**config.mk**
```make
export PLATFORM = sky130hd
export DESIGN_NAME = bp_update_queue_flat
export DESIGN_NICKNAME = d
export VERILOG_FILES = /design/src/rtl/bp_update_queue_pkg.sv /design/src/rtl/bp_update_queue_if.sv /design/src/rtl/bp_update_queue_meta_fifo.sv /design/src/rtl/bp_update_queue.sv /design/src/flat_wrapper.sv
export SDC_FILE = /design/constraint.sdc
export NUM_CORES = 1
export LEC_CHECK = 0
export ABC_AREA = 1
export CAP_MARGIN = 25
export CORE_MARGIN = 5
export CORE_UTILIZATION = 35
export CTS_BUF_LIST = sky130_fd_sc_hd__clkbuf_8
export DETAILED_ROUTE_END_ITERATION = 8
export PLACE_DENSITY = 0.63
export SYNTH_ARGS = -nofsm -noshare
export SYNTH_HDL_FRONTEND = slang
export SYNTH_HIERARCHICAL = 1
export SYNTH_SLANG_ARGS = --single-unit
```
**constraint.sdc**
```tcl
create_clock -name clk -period 10.7 [get_ports clk]
set_clock_uncertainty 0.2 [all_clocks]
set_input_delay 2.14 -clock clk [delete_from_list [all_inputs] [get_ports clk]]
set_output_delay 2.14 -clock clk [all_outputs]
set_load 0.03 [all_outputs]
```
**src/rtl/bp_update_queue_pkg.sv**
```systemverilog
// Shared branch-predictor types and constants for the PHT update path.
// No latency or backpressure of its own; bhr_shift is shared with fetch.
package bp_update_queue_pkg;

    localparam int PC_SLICE_W  = 8;
    localparam int BHR_W       = 10;
    localparam int BP_UQ_DEPTH = 8;

    typedef struct packed {
        logic [PC_SLICE_W-1:0] pc_slice;
        logic [BHR_W-1:0]      bhr;
        logic                  pred_taken;
    } bp_meta_t;

    function automatic logic [BHR_W-1:0] bhr_shift(input logic [BHR_W-1:0] bhr,
                                                   input logic             taken);
        return {bhr[BHR_W-2:0], taken};
    endfunction

endpackage

```
**src/rtl/bp_update_queue_if.sv**
```systemverilog
// Fetch-enqueue, execute-resolve and PHT-update signals of the update queue.
// Pure wiring; backpressure is enq_ready_o only, resolve is never stalled.
interface bp_update_queue_if import bp_update_queue_pkg::*; #(
    parameter int DEPTH = BP_UQ_DEPTH
);
    localparam int CNT_W = $clog2(DEPTH) + 1;

    logic                  enq_valid_i;
    logic                  enq_ready_o;
    logic [PC_SLICE_W-1:0] enq_pc_slice_i;
    logic [BHR_W-1:0]      enq_bhr_i;
    logic                  enq_pred_taken_i;
    logic                  res_valid_i;
    logic                  res_taken_i;
    logic                  flush_i;
    logic                  update_en_o;
    logic [PC_SLICE_W-1:0] pc_slice_u_o;
    logic [BHR_W-1:0]      bhr_u_o;
    logic                  taken_u_o;
    logic                  mispredict_o;
    logic [BHR_W-1:0]      bhr_restore_o;
    logic [CNT_W-1:0]      count_o;
    logic                  res_err_o;

    modport master (
        output enq_valid_i, enq_pc_slice_i, enq_bhr_i, enq_pred_taken_i,
               res_valid_i, res_taken_i, flush_i,
        input  enq_ready_o, update_en_o, pc_slice_u_o, bhr_u_o, taken_u_o,
               mispredict_o, bhr_restore_o, count_o, res_err_o
    );

    modport slave (
        input  enq_valid_i, enq_pc_slice_i, enq_bhr_i, enq_pred_taken_i,
               res_valid_i, res_taken_i, flush_i,
        output enq_ready_o, update_en_o, pc_slice_u_o, bhr_u_o, taken_u_o,
               mispredict_o, bhr_restore_o, count_o, res_err_o
    );

endinterface

```
**src/rtl/bp_update_queue_meta_fifo.sv**
```systemverilog
// Synchronous FIFO of bp_meta_t with push/pop/clear; head is read combinationally.
// Zero-latency head; push ignored when full, pop ignored when empty, clear wins.
module bp_update_queue_meta_fifo import bp_update_queue_pkg::*; #(
    parameter  int DEPTH = BP_UQ_DEPTH,
    localparam int PTR_W = $clog2(DEPTH),
    localparam int CNT_W = PTR_W + 1
) (
    input  logic             clk,
    input  logic             reset,
    input  logic             push_i,
    input  logic             pop_i,
    input  logic             clear_i,
    input  bp_meta_t         push_dat_i,
    output bp_meta_t         head_dat_o,
    output logic             full_o,
    output logic             empty_o,
    output logic [CNT_W-1:0] count_o
);

    bp_meta_t         mem_q [DEPTH];
    logic [PTR_W-1:0] wr_ptr_q, wr_ptr_d;
    logic [PTR_W-1:0] rd_ptr_q, rd_ptr_d;
    logic [CNT_W-1:0] count_q, count_d;
    logic             push_ok, pop_ok;

    assign full_o     = (count_q == CNT_W'(DEPTH));
    assign empty_o    = (count_q == '0);
    assign count_o    = count_q;
    assign head_dat_o = mem_q[rd_ptr_q];
    assign push_ok    = push_i & ~full_o & ~clear_i;
    assign pop_ok     = pop_i & ~empty_o & ~clear_i;

    always_comb begin
        wr_ptr_d = wr_ptr_q;
        rd_ptr_d = rd_ptr_q;
        count_d  = count_q;
        if (clear_i) begin
            wr_ptr_d = '0;
            rd_ptr_d = '0;
            count_d  = '0;
        end else begin
            if (push_ok) wr_ptr_d = wr_ptr_q + PTR_W'(1);
            if (pop_ok)  rd_ptr_d = rd_ptr_q + PTR_W'(1);
            count_d = count_q + CNT_W'(push_ok) - CNT_W'(pop_ok);
        end
    end

    always_ff @(posedge clk) begin
        if (reset) begin
            wr_ptr_q <= '0;
            rd_ptr_q <= '0;
            count_q  <= '0;
        end else begin
            wr_ptr_q <= wr_ptr_d;
            rd_ptr_q <= rd_ptr_d;
            count_q  <= count_d;
        end
    end

    // Storage carries no reset; occupancy alone decides what is valid.
    always_ff @(posedge clk) begin
        if (push_ok) mem_q[wr_ptr_q] <= push_dat_i;
    end

endmodule

```
**src/rtl/bp_update_queue.sv**
```systemverilog
// In-order branch metadata queue driving the PHT update port and mispredict recovery.
// 1-cycle registered update/mispredict; enq stalls on full (no pop bypass), resolve never stalls.
module bp_update_queue import bp_update_queue_pkg::*; #(
    parameter  int DEPTH = BP_UQ_DEPTH,
    localparam int CNT_W = $clog2(DEPTH) + 1
) (
    input  logic               clk,
    input  logic               reset,
    bp_update_queue_if.slave   bus
);

    bp_meta_t         head;
    bp_meta_t         enq_meta;
    logic             full, empty;
    logic [CNT_W-1:0] count;
    logic             res_fire, misp, push, pop, clear;

    logic                  update_en_q, update_en_d;
    logic [PC_SLICE_W-1:0] pc_u_q, pc_u_d;
    logic [BHR_W-1:0]      bhr_u_q, bhr_u_d;
    logic                  taken_u_q, taken_u_d;
    logic                  misp_q, misp_d;
    logic [BHR_W-1:0]      restore_q, restore_d;
    logic                  res_err_q, res_err_d;

    assign enq_meta = '{pc_slice:   bus.enq_pc_slice_i,
                        bhr:        bus.enq_bhr_i,
                        pred_taken: bus.enq_pred_taken_i};

    // A flush is an older event: it swallows the same-cycle resolve entirely.
    assign res_fire = bus.res_valid_i & ~empty & ~bus.flush_i;
    assign misp     = res_fire & (head.pred_taken != bus.res_taken_i);
    assign pop      = res_fire & ~misp;
    assign clear    = bus.flush_i | misp;
    assign push     = bus.enq_valid_i & ~full & ~clear;

    bp_update_queue_meta_fifo #(.DEPTH(DEPTH)) u_fifo (
        .clk        (clk),
        .reset      (reset),
        .push_i     (push),
        .pop_i      (pop),
        .clear_i    (clear),
        .push_dat_i (enq_meta),
        .head_dat_o (head),
        .full_o     (full),
        .empty_o    (empty),
        .count_o    (count)
    );

    always_comb begin
        update_en_d = res_fire;
        pc_u_d      = pc_u_q;
        bhr_u_d     = bhr_u_q;
        taken_u_d   = taken_u_q;
        misp_d      = misp;
        restore_d   = restore_q;
        res_err_d   = res_err_q | (bus.res_valid_i & empty);
        if (res_fire) begin
            pc_u_d    = head.pc_slice;
            bhr_u_d   = head.bhr;
            taken_u_d = bus.res_taken_i;
        end
        if (misp) restore_d = bhr_shift(head.bhr, bus.res_taken_i);
    end

    always_ff @(posedge clk) begin
        if (reset) begin
            update_en_q <= 1'b0;
            pc_u_q      <= '0;
            bhr_u_q     <= '0;
            taken_u_q   <= 1'b0;
            misp_q      <= 1'b0;
            restore_q   <= '0;
            res_err_q   <= 1'b0;
        end else begin
            update_en_q <= update_en_d;
            pc_u_q      <= pc_u_d;
            bhr_u_q     <= bhr_u_d;
            taken_u_q   <= taken_u_d;
            misp_q      <= misp_d;
            restore_q   <= restore_d;
            res_err_q   <= res_err_d;
        end
    end

    assign bus.enq_ready_o   = ~full;
    assign bus.update_en_o   = update_en_q;
    assign bus.pc_slice_u_o  = pc_u_q;
    assign bus.bhr_u_o       = bhr_u_q;
    assign bus.taken_u_o     = taken_u_q;
    assign bus.mispredict_o  = misp_q;
    assign bus.bhr_restore_o = restore_q;
    assign bus.count_o       = count;
    assign bus.res_err_o     = res_err_q;

endmodule

```
**src/flat_wrapper.sv**
```systemverilog
// flat-port wrapper written by rule: the top's interface ports become plain ports
module bp_update_queue_flat import bp_update_queue_pkg::*;
#(
    parameter  int DEPTH = BP_UQ_DEPTH,
    localparam int CNT_W = $clog2(DEPTH) + 1
)
  (clk, reset, bus_enq_valid_i, bus_enq_pc_slice_i, bus_enq_bhr_i, bus_enq_pred_taken_i, bus_res_valid_i, bus_res_taken_i, bus_flush_i, bus_enq_ready_o, bus_update_en_o, bus_pc_slice_u_o, bus_bhr_u_o, bus_taken_u_o, bus_mispredict_o, bus_bhr_restore_o, bus_count_o, bus_res_err_o);
  bp_update_queue_if #(.DEPTH(DEPTH)) bus_i ();
  input  logic clk;
  input  logic reset;
  input wire logic [$bits(bus_i.enq_valid_i)-1:0] bus_enq_valid_i;
  input wire logic [$bits(bus_i.enq_pc_slice_i)-1:0] bus_enq_pc_slice_i;
  input wire logic [$bits(bus_i.enq_bhr_i)-1:0] bus_enq_bhr_i;
  input wire logic [$bits(bus_i.enq_pred_taken_i)-1:0] bus_enq_pred_taken_i;
  input wire logic [$bits(bus_i.res_valid_i)-1:0] bus_res_valid_i;
  input wire logic [$bits(bus_i.res_taken_i)-1:0] bus_res_taken_i;
  input wire logic [$bits(bus_i.flush_i)-1:0] bus_flush_i;
  output wire logic [$bits(bus_i.enq_ready_o)-1:0] bus_enq_ready_o;
  output wire logic [$bits(bus_i.update_en_o)-1:0] bus_update_en_o;
  output wire logic [$bits(bus_i.pc_slice_u_o)-1:0] bus_pc_slice_u_o;
  output wire logic [$bits(bus_i.bhr_u_o)-1:0] bus_bhr_u_o;
  output wire logic [$bits(bus_i.taken_u_o)-1:0] bus_taken_u_o;
  output wire logic [$bits(bus_i.mispredict_o)-1:0] bus_mispredict_o;
  output wire logic [$bits(bus_i.bhr_restore_o)-1:0] bus_bhr_restore_o;
  output wire logic [$bits(bus_i.count_o)-1:0] bus_count_o;
  output wire logic [$bits(bus_i.res_err_o)-1:0] bus_res_err_o;
  assign bus_i.enq_valid_i = bus_enq_valid_i;
  assign bus_i.enq_pc_slice_i = bus_enq_pc_slice_i;
  assign bus_i.enq_bhr_i = bus_enq_bhr_i;
  assign bus_i.enq_pred_taken_i = bus_enq_pred_taken_i;
  assign bus_i.res_valid_i = bus_res_valid_i;
  assign bus_i.res_taken_i = bus_res_taken_i;
  assign bus_i.flush_i = bus_flush_i;
  assign bus_enq_ready_o = bus_i.enq_ready_o;
  assign bus_update_en_o = bus_i.update_en_o;
  assign bus_pc_slice_u_o = bus_i.pc_slice_u_o;
  assign bus_bhr_u_o = bus_i.bhr_u_o;
  assign bus_taken_u_o = bus_i.taken_u_o;
  assign bus_mispredict_o = bus_i.mispredict_o;
  assign bus_bhr_restore_o = bus_i.bhr_restore_o;
  assign bus_count_o = bus_i.count_o;
  assign bus_res_err_o = bus_i.res_err_o;
  bp_update_queue #(.DEPTH(DEPTH)) u_core (.clk(clk), .reset(reset), .bus(bus_i));
endmodule
```
-- Word level (Yosys, flattened, before mapping)
Memories as Yosys holds them, arrays and structs flattened. A register that Yosys moved wholly into a read port is not among the register bits.
Cells that the tools add are included.
- register bits: 42
- memory bits (writable): 152
- bits of input ports: 25
- output and inout bits: 37
- logic and storage cells: 41
- memories: 1
- add/subtract/negate cells: 4
- eq/ne operators: 2
- muxes and demuxes: 4
- bitwise logic cells: 18
- reduce and logical (&&, ||, !) cells: 2
- memories (memory ; depth ; bits a word ; read ports ; clocked after Yosys merged registers in ; write ports ; line ; RTL):
    u_core.u_fifo.mem_q ; 8 ; 19 ; 1 ; 1 ; 1 ; bp_update_queue_meta_fifo.sv:20 ; bp_meta_t mem_q [DEPTH];
- operators by type and width (operator ; number):
    1-bit AND ; 11
    3-bit by 1-bit adder with 3-bit output, second input constant ; 2
    3-bit 2-to-1 mux ; 2
    1-bit NOT ; 5
    4-bit by 1-bit adder with 4-bit output ; 1
    4-bit equality test, second input constant ; 1
    4-bit logical NOT ; 1
    4-bit by 1-bit subtractor with 4-bit output ; 1
    1-bit 2-to-1 mux ; 2
    1-bit OR ; 2
    2-bit OR reduction ; 1
    1-bit inequality test ; 1

-- Logic depth before layout (Yosys ltp)
- word-level depth: 12
- mapped depth: 22

-- Cells and area by module
Netlist, hierarchy kept.
- modules (own cells, without submodules) (module ; instances ; cells each ; area each (um^2) ; sequential area each (um^2)):
    bp_update_queue_meta_fifo ; 1 ; 609 ; 6770.2 ; 4824.6
    bp_update_queue ; 1 ; 155 ; 1199.9 ; 640.6

-- Worst setup path after synthesis
Ideal clock, no wire load.
- path kind: input port to flip-flop
- start point: input port bus_res_taken_i
- end point: memory u_core/u_fifo/mem_q[1][0] (netlist bit), enable pin
- library setup time: 0.395 ns
- arrival time: 3.942 ns
- setup slack: 6.164 ns
- stages on the path: 10
- path buffers: 0
- cells stage by stage: inv_1 > nand2_1 > nand2_1 > nand2_4 > nand2_1 > nor2_1 > nand3_1 > nor2_1 > inv_1 > nor2_1
- cells in the longest elaborated chain, start to end: 9
- ends and longest elaborated chain (item ; line ; RTL):
    start, declared ; flat_wrapper.sv:16 ; input wire logic [$bits(bus_i.res_taken_i)-1:0] bus_res_taken_i;
    1-bit inequality test ; bp_update_queue.sv:32 ; assign misp = res_fire & (head.pred_taken != bus.res_taken_i);
    1-bit AND ; bp_update_queue.sv:32 ;
    1-bit OR ; bp_update_queue.sv:34 ; assign clear = bus.flush_i | misp;
    net u_core.clear ; bp_update_queue.sv:16 ; logic res_fire, misp, push, pop, clear;
    1-bit NOT ; bp_update_queue.sv:35 ; assign push = bus.enq_valid_i & ~full & ~clear;
    1-bit AND ; bp_update_queue.sv:35 ;
    net u_core.push ; bp_update_queue.sv:16 ;
    1-bit AND (2 in a row) ; bp_update_queue_meta_fifo.sv:30 ; assign push_ok = push_i & ~full_o & ~clear_i;
    1-bit 2-to-1 mux ; bp_update_queue_meta_fifo.sv:62 ; if (push_ok) mem_q[wr_ptr_q] <= push_dat_i;
    1-bit 2-to-1 mux (not written as such) ; bp_update_queue_meta_fifo.sv:62 ;
    end, declared ; bp_update_queue_meta_fifo.sv:20 ;
The timed path passes the listed nets, and every way through them passes these cells.

==> results.ini <==
[detailed_routing]
vias_per_cell=4.81
drc_errors=0
routed_wl_um=18200
dr.pass1.iters=8
num_vias=5389
drtIter0Drc=649
avgRoutedWirePerCell_um=16.2
ant_nets=0

[synth]
synth_top_area_share_pct=57.3
synth_area_leaders=edfxtp_1 57%, nand2_1 14%, dfxtp_1 11%
ys_ff_latch=197
synth_nets=797
avgSynthCellArea_um2=10.4
ys_types=26
ys_seq_area_share_pct=68.6
yosysWarnings=6
synth_area_um2=7970
synth_top_area_cell=edfxtp_1
synthCells=764

[die]
die_area_um2=25900
die_w_um=161
io_pins=62
initial_core_util_pct=35.4
die_y_um=161
core_um2=22500
placementRows=55

[outcome]
status=complete, no violations

[pwr]
ir_drop_mv=0.0617
netSwitchingFraction_pct=20.6
p_clk_share_pct=37.1
seqPwrFrac_pct=59.9
p_comb_share_pct=3.1
intPower_mw=1.10
p_sw_uw=285
p_leak_nw=3.39
p_per_area_nw_per_um2=148
power_mw=1.38

[sta]
hold_viol_final=0
rsz0062_at_grt=false
worst_pin_slew_ns=1.02
drv_slew=0
fin_tns_setup_ns=0
setup_ws_ns=5.70
setup_viol=0
slew_headroom_pct=31.7
max_freq_ghz=0.200
period_needed_ns=5.00
fin_crit_sh_pct=46.8

[cts]
cts_root_buf=clkbuf_8
cts_hold_buf=0
cts_resized=0
clkTransAtPathRegs_ns=0.09
postCtsSetupBuffers=0
clock-sinks=197
clk_latency_ns=0.45
cts_made_buffers=17
h-tree-depth=4
clk_path_buf_depth=2
cts_tree=built

[cells_and_area]
final_cell_mix=293 x nand2_1, 152 x edfxtp_1, 65 x nor2_1, 61 x clkdlybuf4s50_1, 49 x o21ai_0
fill_cells=2115
seq_area_um2=5470
area_growth_pct=17.1
post-route-util_pct=41.5
fin_nets=856
drive_above_1_share_pct=7.18
antenna_cells=0
final_common_cell=nand2_1
multi_input_area_um2=2180

[setup_path]
arrival_ns=4.88
cpPeakStageDelay_ns=0.81
path_class=reg2reg
crit_path_start_kind=flip-flop
crit_path_cell_trace=buf_4, inv_2, buf_4, nand2_1, nand2_1, nand2_1, o21ai_0, nand2_1, nand2_1, inv_1, nand2_1, nand2_1, nand2_4, nand2_1, nor2_1, nand3_1, nor2_1, inv_1, nor2_2
worstSetupEndpointType=flip-flop
path_buf_inv=5
cp_top_family=simple AND/OR/NAND/NOR gates
r2r_cells=19
required_ns=10.58
reg2reg_slack_ns=5.70
worst_path_most_repeated_cell=nand2_1
regToRegEndpoint=u_core/u_fifo/mem_q[1][1]
worstPathMaxFanout=77
crit_slowest_cell=nor2_2

[placed_design]
hpwl_um=11800
port_buffers=61
dp_slack_ns=5.21
place_congestion=0.803

[worst_hold_path]
hold_class=reg2reg
min_from=u_core/bus.pc_slice_u_o[7]
hold_depth=2
hold_path_end=u_core/bus.pc_slice_u_o[7]

[global_routing]
grt_pass1_vias=4960
antenna_found_initial=0
grt_max_degree=78
grt_use_total_pct=13.9
grt_overflow=0
grt_pass1_wl_um=28000

[run]
maxCapViolations=0

## sequential cells by signal, indices dropped and copies added, names as in the netlist, named ones only
name and cells:
u_core/u_fifo/wr_ptr_q 3, u_core/u_fifo/rd_ptr_q 3, u_core/bus.res_err_o 1, u_core/bus.mispredict_o 1, u_core/bus.pc_slice_u_o 8, u_core/u_fifo/count_o 4
u_core/bus.taken_u_o 1, u_core/bus.bhr_restore_o 10, u_core/bus.update_en_o 1, u_core/u_fifo/mem_q 152, u_core/bus.bhr_u_o 10
## kinds of logic after synthesis
group | synth area share [%]
fa+ha+maj | 1.35
xor+xnor | 0.110
flops | 68.6
buf+inv | 4.35
compound gates | 6.47
simple gates | 19.2
## worst reg2reg max path, stage by stage, from the launching register on
cell     delay [ns]
dfxtp_2        0.32
buf_4          0.33
inv_2          0.51
buf_4          0.57
nand2_1        0.10
nand2_1        0.09
nand2_1        0.05
o21ai_0        0.09
nand2_1        0.07
nand2_1        0.17
inv_1          0.10
nand2_1        0.06
nand2_1        0.09
nand2_4        0.16
nand2_1        0.15
nor2_1         0.27
nand3_1        0.18
nor2_1         0.15
inv_1          0.16
nor2_2         0.81
## Yosys cell counts
| cell | number |
|---|---|
| clkinv_1 | 2 |
| buf_4 | 4 |
| nand3_1 | 15 |
| o21ai_0 | 49 |
| nand2_2 | 1 |
| inv_1 | 28 |
| nor2_8 | 1 |
| buf_1 | 1 |
| fa_1 | 1 |
| nand2_1 | 293 |
| buf_2 | 12 |
| ha_1 | 7 |
| nor2_4 | 1 |
| o21ai_1 | 29 |
| nor2_1 | 73 |
| nand3_2 | 1 |
| xor2_1 | 1 |
| clkbuf_2 | 1 |
| dfxtp_1 | 45 |
| inv_2 | 2 |
| nand2_4 | 1 |
| nand4_1 | 3 |
| edfxtp_1 | 152 |
| clkbuf_1 | 7 |
| a21oi_1 | 25 |
| buf_6 | 9 |
## through the flow
| stage | hold slack [ns] | instance area [um2] | std cells |
|---|---|---|---|
| final | 0.272 | 9340 | 1121 |
| after global routing | 0.289 | 9340 | 1121 |
| after CTS | 0.277 | 9200 | 1113 |
| after detailed placement | 0.260 | 8770 | 1081 |
| after global placement | 0.257 | 8770 | 1081 |
| after floorplan | 0.247 | 7970 | 764 |
## power groups by stage
stage / clock network [mW] / logic, mW / registers [mW]
2_1_floorplan: 0 / 0.0137 / 0.847
5_1_grt: 0.560 / 0.0468 / 0.828
6_report: 0.512 / 0.0424 / 0.828
3_3_place_gp: 0 / 0.0404 / 0.845
4_1_cts: 0.522 / 0.0409 / 0.828
3_5_place_dp: 0 / 0.0408 / 0.845
## cell type report
cell class,count,share of cell area (%)
inverters,32,1.29
flip-flops and latches,197,58.5
clock buffers,17,2.51
clock inverters,15,2.14
repair buffers,74,8.36
multi-input cells,501,23.3
well taps,285,3.82
## how the worst max path moves through the flow
stage	slack, ns	end	cells after the start
3_5_place_dp	5.21	u_core/u_fifo/mem_q[7][5]	11
4_1_cts	5.65	u_core/u_fifo/mem_q[7][9]	19
3_3_place_gp	5.38	u_core/u_fifo/mem_q[5][2]	11
2_1_floorplan	6.16	u_core/u_fifo/mem_q[1][0]	10
6_report	5.70	u_core/u_fifo/mem_q[1][1]	19
5_1_grt	5.32	u_core/u_fifo/mem_q[1][10]	19
## layer usage
metal | track usage [%] | routed length [um]
met2 | 19.5 | 7760
met3 | 3.31 | 1280
met1 | 21.5 | 8960
met4 | 3.84 | 176
met5 | 0 | 0
Note: power is estimated with default switching activity, not from simulation.
